[config.mk]
export PLATFORM = sky130hd
export DESIGN_NAME = sub16_serial_alu
export DESIGN_NICKNAME = d
export VERILOG_FILES = /design/src/rtl/alu_pkg.sv /design/src/rtl/fsub1.sv /design/src/rtl/sub16_serial_alu.sv
export SDC_FILE = /design/constraint.sdc
export NUM_CORES = 1
export LEC_CHECK = 0
export BUFFER_PORTS_ARGS = -buffer_cell sky130_fd_sc_hd__buf_2
export CAP_MARGIN = 15
export CORE_MARGIN = 4
export CORE_UTILIZATION = 30
export CTS_BUF_LIST = sky130_fd_sc_hd__clkbuf_2
export CTS_CLUSTER_DIAMETER = 120
export DETAILED_ROUTE_END_ITERATION = 8
export SYNTH_ARGS = -nofsm -noshare
export SYNTH_HDL_FRONTEND = slang
export SYNTH_SLANG_ARGS = --single-unit
[constraint.sdc]
create_clock -name clk -period 3.5 [get_ports clk]
set_input_delay 0.175 -clock clk [delete_from_list [all_inputs] [get_ports clk]]
set_output_delay 0.175 -clock clk [all_outputs]
set_load 0.01 [all_outputs]
[src/rtl/alu_pkg.sv]
// Shared definitions for the ALU family: datapath width, sequencer states
// and the five-flag result record used by the adder, subtractor and flag register.
package alu_pkg;

    localparam int ALU_WIDTH = 16;

    typedef enum logic [1:0] {
        ST_IDLE = 2'd0,
        ST_RUN  = 2'd1,
        ST_DONE = 2'd2
    } alu_state_e;

    typedef struct packed {
        logic sign;
        logic zero;
        logic carry;
        logic parity;
        logic overflow;
    } alu_flags_t;

    // Signed overflow of a - b, judged from the operand and result sign bits.
    function automatic logic sub_overflow(input logic a_msb, input logic b_msb,
                                          input logic d_msb);
        return (a_msb & ~b_msb & ~d_msb) | (~a_msb & b_msb & d_msb);
    endfunction

endpackage

[src/rtl/fsub1.sv]
// One-bit full subtractor: d = a - b - bin, with borrow-out.
module fsub1 (
    input  logic a_i,
    input  logic b_i,
    input  logic bin_i,
    output logic d_o,
    output logic bout_o
);

    assign d_o    = a_i ^ b_i ^ bin_i;
    assign bout_o = (~a_i & b_i) | (~(a_i ^ b_i) & bin_i);

endmodule

[src/rtl/sub16_serial_alu.sv]
// Bit-serial a - b, LSB first, one bit per clock, with a start/done handshake.
// Result and flags are registered and only change on the edge entering DONE.
module sub16_serial_alu
    import alu_pkg::*;
#(
    parameter int WIDTH = ALU_WIDTH
) (
    input  logic             clk,
    input  logic             rst_n,
    input  logic             start,
    input  logic [WIDTH-1:0] a,
    input  logic [WIDTH-1:0] b,
    output logic             busy,
    output logic             done,
    output logic [WIDTH-1:0] out,
    output logic             sign,
    output logic             zero,
    output logic             carry,
    output logic             parity,
    output logic             overflow
);

    localparam int             CNT_W    = $clog2(WIDTH);
    localparam logic [CNT_W-1:0] CNT_LAST = CNT_W'(WIDTH - 1);

    alu_state_e       state_q;
    logic [WIDTH-1:0] a_sh_q;
    logic [WIDTH-1:0] b_sh_q;
    // Holds the WIDTH-1 bits already produced; the last bit goes straight to out.
    logic [WIDTH-2:0] res_q;
    logic             bw_q;
    logic [CNT_W-1:0] cnt_q;
    logic             a_msb_q;
    logic             b_msb_q;
    logic             busy_q;
    logic             done_q;
    logic [WIDTH-1:0] out_q;
    alu_flags_t       flags_q;

    logic             diff_bit;
    logic             bw_d;
    logic [WIDTH-1:0] res_d;
    alu_flags_t       flags_d;

    fsub1 u_fsub1 (
        .a_i    (a_sh_q[0]),
        .b_i    (b_sh_q[0]),
        .bin_i  (bw_q),
        .d_o    (diff_bit),
        .bout_o (bw_d)
    );

    // Candidate full result and flags as they would stand after this cycle's bit.
    always_comb begin
        // NOTE: every always_comb output gets a default first so no path can infer a latch.
        flags_d          = '0;
        res_d            = {diff_bit, res_q};
        flags_d.sign     = res_d[WIDTH-1];
        flags_d.zero     = ~|res_d;
        flags_d.carry    = bw_d;
        flags_d.parity   = ~^res_d;
        flags_d.overflow = sub_overflow(a_msb_q, b_msb_q, res_d[WIDTH-1]);
    end

    // Sequencer and serial datapath: accept, shift one bit per cycle, load result.
    always_ff @(posedge clk) begin
        // NOTE: sequential state uses non-blocking assignments so every register
        // samples pre-edge values regardless of statement order.
        if (!rst_n) begin
            state_q <= ST_IDLE;
            a_sh_q  <= '0;
            b_sh_q  <= '0;
            res_q   <= '0;
            bw_q    <= 1'b0;
            cnt_q   <= '0;
            a_msb_q <= 1'b0;
            b_msb_q <= 1'b0;
            busy_q  <= 1'b0;
            done_q  <= 1'b0;
            out_q   <= '0;
            flags_q <= '0;
        end else begin
            done_q <= 1'b0;
            unique case (state_q)
                ST_IDLE, ST_DONE: begin
                    if (start) begin
                        a_sh_q  <= a;
                        b_sh_q  <= b;
                        a_msb_q <= a[WIDTH-1];
                        b_msb_q <= b[WIDTH-1];
                        bw_q    <= 1'b0;
                        cnt_q   <= '0;
                        busy_q  <= 1'b1;
                        state_q <= ST_RUN;
                    end else begin
                        state_q <= ST_IDLE;
                    end
                end
                ST_RUN: begin
                    a_sh_q <= a_sh_q >> 1;
                    b_sh_q <= b_sh_q >> 1;
                    res_q  <= res_d[WIDTH-1:1];
                    bw_q   <= bw_d;
                    if (cnt_q == CNT_LAST) begin
                        out_q   <= res_d;
                        flags_q <= flags_d;
                        busy_q  <= 1'b0;
                        done_q  <= 1'b1;
                        state_q <= ST_DONE;
                    end else begin
                        cnt_q <= cnt_q + CNT_W'(1);
                    end
                end
                default: begin
                    busy_q  <= 1'b0;
                    state_q <= ST_IDLE;
                end
            endcase
        end
    end

    assign busy     = busy_q;
    assign done     = done_q;
    assign out      = out_q;
    assign sign     = flags_q.sign;
    assign zero     = flags_q.zero;
    assign carry    = flags_q.carry;
    assign parity   = flags_q.parity;
    assign overflow = flags_q.overflow;

endmodule
## After elaboration in Yosys (flattened, before gate mapping)

Cells that the tools add are included.

- Register bits after elaboration: 79
- Input port bits: 35
- Output and inout port bits: 23
- Logic and storage cells: 66

- Add/subtract/negate cells: 1
- Equality and inequality tests: 6
- Multiplexer cells: 16
- Bitwise operators: 15
- Reduce and logical (&&, ||, !) cells: 12

Operator list:

| operator | count |
|---|---|
| case mux 16 bit (2 select lines) | 2 |
| 2-to-1 mux 16 bit | 2 |
| OR reduction 16 bit | 1 |
| XNOR reduction 16 bit | 1 |
| AND reduction 2 bit | 5 |
| 2-to-1 mux 4 bit | 2 |
| case mux 4 bit (2 select lines) | 1 |
| AND 1 bit | 6 |
| inequality test 2 bit (second input constant) | 3 |
| 2-to-1 mux 1 bit | 5 |
| NOT 1 bit | 5 |
| adder 4 x 1 -> 4 bit (second input constant) | 1 |
| equality test 4 bit (second input constant) | 1 |
| case mux 1 bit (2 select lines) | 2 |
| case mux 2 bit (2 select lines) | 1 |
| AND reduction 3 bit | 1 |
| equality test 2 x 1 -> 1 bit (second input constant) | 1 |
| equality test 2 bit (second input constant) | 1 |
| logical NOT 2 bit | 1 |
| 2-to-1 mux 2 bit | 1 |
| OR 1 bit | 2 |
| nonzero test 2 bit | 1 |
| OR reduction 2 bit | 1 |
| bitwise XOR 1 bit | 2 |
| logical NOT 1 bit | 1 |

## Depth between registers and ports, before layout

- Word-level depth: 5
- Mapped depth: 7
- Mapped depth without buffers: 6

## By module

From an unflattened synthesis, not the netlist that was laid out.

- Cell total of the unflattened synthesis: 417
- Area total of the unflattened synthesis: 3261.9 µm²

By module, submodules not included:

| module | times used | cells an instance | area each (µm²) | sequential area each (µm²) |
|---|---|---|---|---|
| sub16_serial_alu | 1 | 413 | 3230.6 | 1561.5 |
| fsub1 | 1 | 4 | 31.3 | 0.0 |

## Worst setup path before layout

OpenSTA, ideal clock, no wires.

- Path type: register to register
- From: register a_sh_q[0]
- To: register flags_q, in the netlist parity
- Library setup time: 0.120 ns
- Arrival: 1.755 ns
- Required time: 3.380 ns
- Slack: 1.626 ns
- Cell stages (with the launch flop): 7
- Buffers on the path: 0
- Period minus slack after synthesis: 1.874 ns
- Path through: dfxtp_1 > inv_1 > fa_1 > xor2_1 > xnor3_1 > and3b_1 > a211o_1

- Longest elaborated chain between the ends: 3

RTL lines:

| what | line | RTL |
|---|---|---|
| start: declaration | sub16_serial_alu.sv:27 | `logic [WIDTH-1:0] a_sh_q;` |
| start signal: assignment | sub16_serial_alu.sv:100 | `a_sh_q <= a_sh_q >> 1;` |
| bitwise XOR 1 bit (2 in series) | fsub1.sv:10 | `assign d_o = a_i ^ b_i ^ bin_i;` |
| XNOR reduction 16 bit | sub16_serial_alu.sv:61 | `flags_d.parity = ~^res_d;` |
| end signal: assignment | sub16_serial_alu.sv:106 | `flags_q <= flags_d;` |
| end: declaration | sub16_serial_alu.sv:38 | `alu_flags_t flags_q;` |

No other way between the ends.
A chain may end at the register's enable or synchronous reset.

## Worst setup path in the final report

Ends and elaborated chain as after synthesis.

==> impl_results.md <==
- Placement Rows: 37
- Hold crit path type: in2reg
- CP max FO: 3
- Seq pwr share: 52.8%
- Flops & latches, synth: 78
- CTS max path bufs: 2
- Peak supply drop: 202 uV
- Tmin final: 1.98 ns
- Worst setup margin: 1.52 ns
- Post-synthesis sequential area ratio: 47.4%
- Post-placement setup slack: 1.55 ns
- Count of final hold-check violations: 0
- Die height: 113 um
- Antenna violations before repair: 0
- Worst path slowest cell: fa_1
- Root Driver: clkbuf_2
- DR vias: 2794
- Clk_lat worst skew: 0.52 ns
- Max Slew Vio Count: 0
- Commonest non-fill, non-tap cell in the layout: dfxtp_1
- CP delay by family, top: XOR/XNOR gates
- Die Wd: 113 um
- Max Fclk: 506 MHz
- Syn nets: 426
- Sw Share: 25.6%
- Mapped cell area: 3290 sq um
- PortBufs: 57
- Internal power: 0.00135 W
- Most frequent cells in the layout: dfxtp_1, nand2_1, nor2_1
- First-pass GRT wire length: 12.7 mm
- Netlist cell types: 33
- Core area: 10500 sq um
- CTS tree: yes
- Tightest Pin Transition: 0.735 ns
- Vias in the first global route: 2820
- Non-filler instance count after layout: 602
- Area contributors post-synth: dfxtp_1, a21boi_1, nand2_1, o221ai_1, nor2_1
- CTS buffer count: 9
- Cell Pwr Density: 438 nW/um^2
- Final Skew: 0.0341 ns
- CP Launch Type: flip-flop
- Rel. slew slack: 51.0%
- Placed Cells: 553
- Crit path required time: 3.93 ns
- Setup crit end kind: flip-flop
- Antenna-violating nets left: 0
- Layout Nets: 506
- Total die area: 12700 sq um
- RSZ-0062 raised after global routing: false
- Setup violators final: 0
- Max-cap violations: 0
- Placer Congestion: 0.738
- Peak per-stage delay on the critical path: 0.49 ns
- Area growth, synth to finish: 26.1%
- DRT iter0 DRCs: 134
- Drt wl/cell: 12.0 um
- Remaining DRCs: 0
- Synth top area share: 47.4%
- Leakage power: 1.72 nW
- Cts repair resizes: 0
- Crit share post-route: 56.5%
- Buf/Inv on CP: 1
- DP Wirelength: 4.78 mm
- Pre-Repair DR Iteration Count: 4
- Avg Cell Area, Syn: 8.65 sq um
- Synth warn: 0
- Portion of total power attributed to combinational logic: 12.1%
- Sequence of cells on the critical path: inv_1 > fa_1 > xor2_1 > xnor3_1 > and3b_1 > a211o_1
- Critical Path AT: 2.41 ns
- Grt total ovfl: 0
- Gr usage total: 11.9%
- Post-CTS Setup Bufs: 0
- Vias/cell: 4.64
- CTS Hold Bufs: 33
- Routed WL: 7.21 mm
- Post-Route Setup TNS: 0 ns
- Clock Sink Count: 78
- Pin count of the biggest net entering global routing: 44
- Outcome: complete, no violations
- H-tree Lvls: 3
- Synth async-reset ratio: 0%
- Io pins: 58
- Critical path class: reg2reg
- Synth Flop Type: dfxtp_1
- CTS clock-pin slew for the worst setup and hold paths: 0.24 ns
- Psw: 0.000465 W
- Layout cells sized above 1: 17.8%
- Starting Density: 31.3%
- Area leader, netlist: dfxtp_1
- Clock power frac: 35.1%
- Mapped Cells: 381
- # diodes: 0
- Number of enable flip-flop cells after synthesis: 0
-- cells in the mapped netlist, types with 2 or more instances --
cell type and count:
o221ai_1 28, nand2b_1 2, nand4_1 2, buf_4 3, nand2_2 2, clkbuf_1 4
nor3_1 2, a21oi_1 2, nand2_1 73, inv_1 18, o211a_1 4, and3_1 3
dfxtp_1 78, xor2_1 3, buf_2 20, a21boi_1 37, xnor2_1 4, nor2b_1 5
nor2_1 60, o211ai_1 2, nand3_1 8, fa_1 2, and2_1 2, ha_1 8
-- state kept, by name, summed over array words and instances (netlist names), 2 cells and up --
signal   flops
a_sh_q      16
b_sh_q      16
out         16
res_q       15
cnt_q        4
state_q      2
-- stage by stage --
step	power [W]	hold slack, ns	util, %	instance area [sq um]
6_report	0.00182	0.229	39.5	4160
3_5_place_dp	0.00117	0.444	34.8	3660
4_1_cts	0.00184	0.160	39.5	4160
3_3_place_gp	0.00116	0.436	34.8	3660
2_1_floorplan	0.00112	0.332	-	3290
5_1_grt	0.00192	0.184	39.5	4160
-- worst paths after layout --
path                            startpoint         end  slack, ns  depth (start not counted)
worst max-delay path             a_sh_q[0]      parity       1.52                          6
worst min-delay path                 rst_n  b_sh_q[12]       0.23                          3
worst max register to register   a_sh_q[0]      parity       1.52                          6
worst min register to register      out[7]      out[7]       0.46                          2
-- worst register-to-register path: cells and delay by family, from the launching register on --
kind | cells | cell delay (ns)
adder cells (fa/ha/maj) | 1 | 0.49
buffers and inverters | 1 | 0.07
flip-flops | 1 | 0.39
XOR/XNOR | 2 | 0.56
AND/OR/NAND/NOR | 1 | 0.18
AO/OA/AOI/OAI | 1 | 0.22
-- cell type report --
type / instances / area [sq um]
Timing Repair Buffer: 96 / 661
Sequential cell: 78 / 1560
Multi-Input combinational cell: 258 / 1530
Tap cell: 136 / 170
Clock inverter: 7 / 120
Inverter: 18 / 67.6
Clock buffer: 9 / 45.0
Fill cell: 1072 / 6350
-- kinds of logic (layout without fill, tap and decap cells) --
kind of cell	count (synthesis)	count (layout)	share of synthesized area, %
flops	78	78	47.4
xor+xnor	8	8	2.54
compound gates	77	77	18.8
simple gates	163	163	20.8
fa+ha+maj	10	10	4.25
buf+inv	45	130	6.23
-- power by group through the flow --
stage          logic, W  clock network, W  registers, W
2_1_floorplan  0.000146                 0      0.000971
3_3_place_gp   0.000189                 0      0.000975
3_5_place_dp   0.000194                 0      0.000977
4_1_cts        0.000222          0.000662      0.000959
5_1_grt        0.000250          0.000702      0.000967
6_report       0.000220          0.000639      0.000959
-- layer usage --
metal / vias up / global-route usage [%] / part of all wire [%]
met2: 64 / 19.7 / 47
met4: 0 / 3.21 / 1.1
met1: 1278 / 15.2 / 46
met5: - / 0 / 0
li1: 1445 / - / -
met3: 7 / 3.53 / 5.5
No activity file was read; power rests on OpenSTA's default activity.
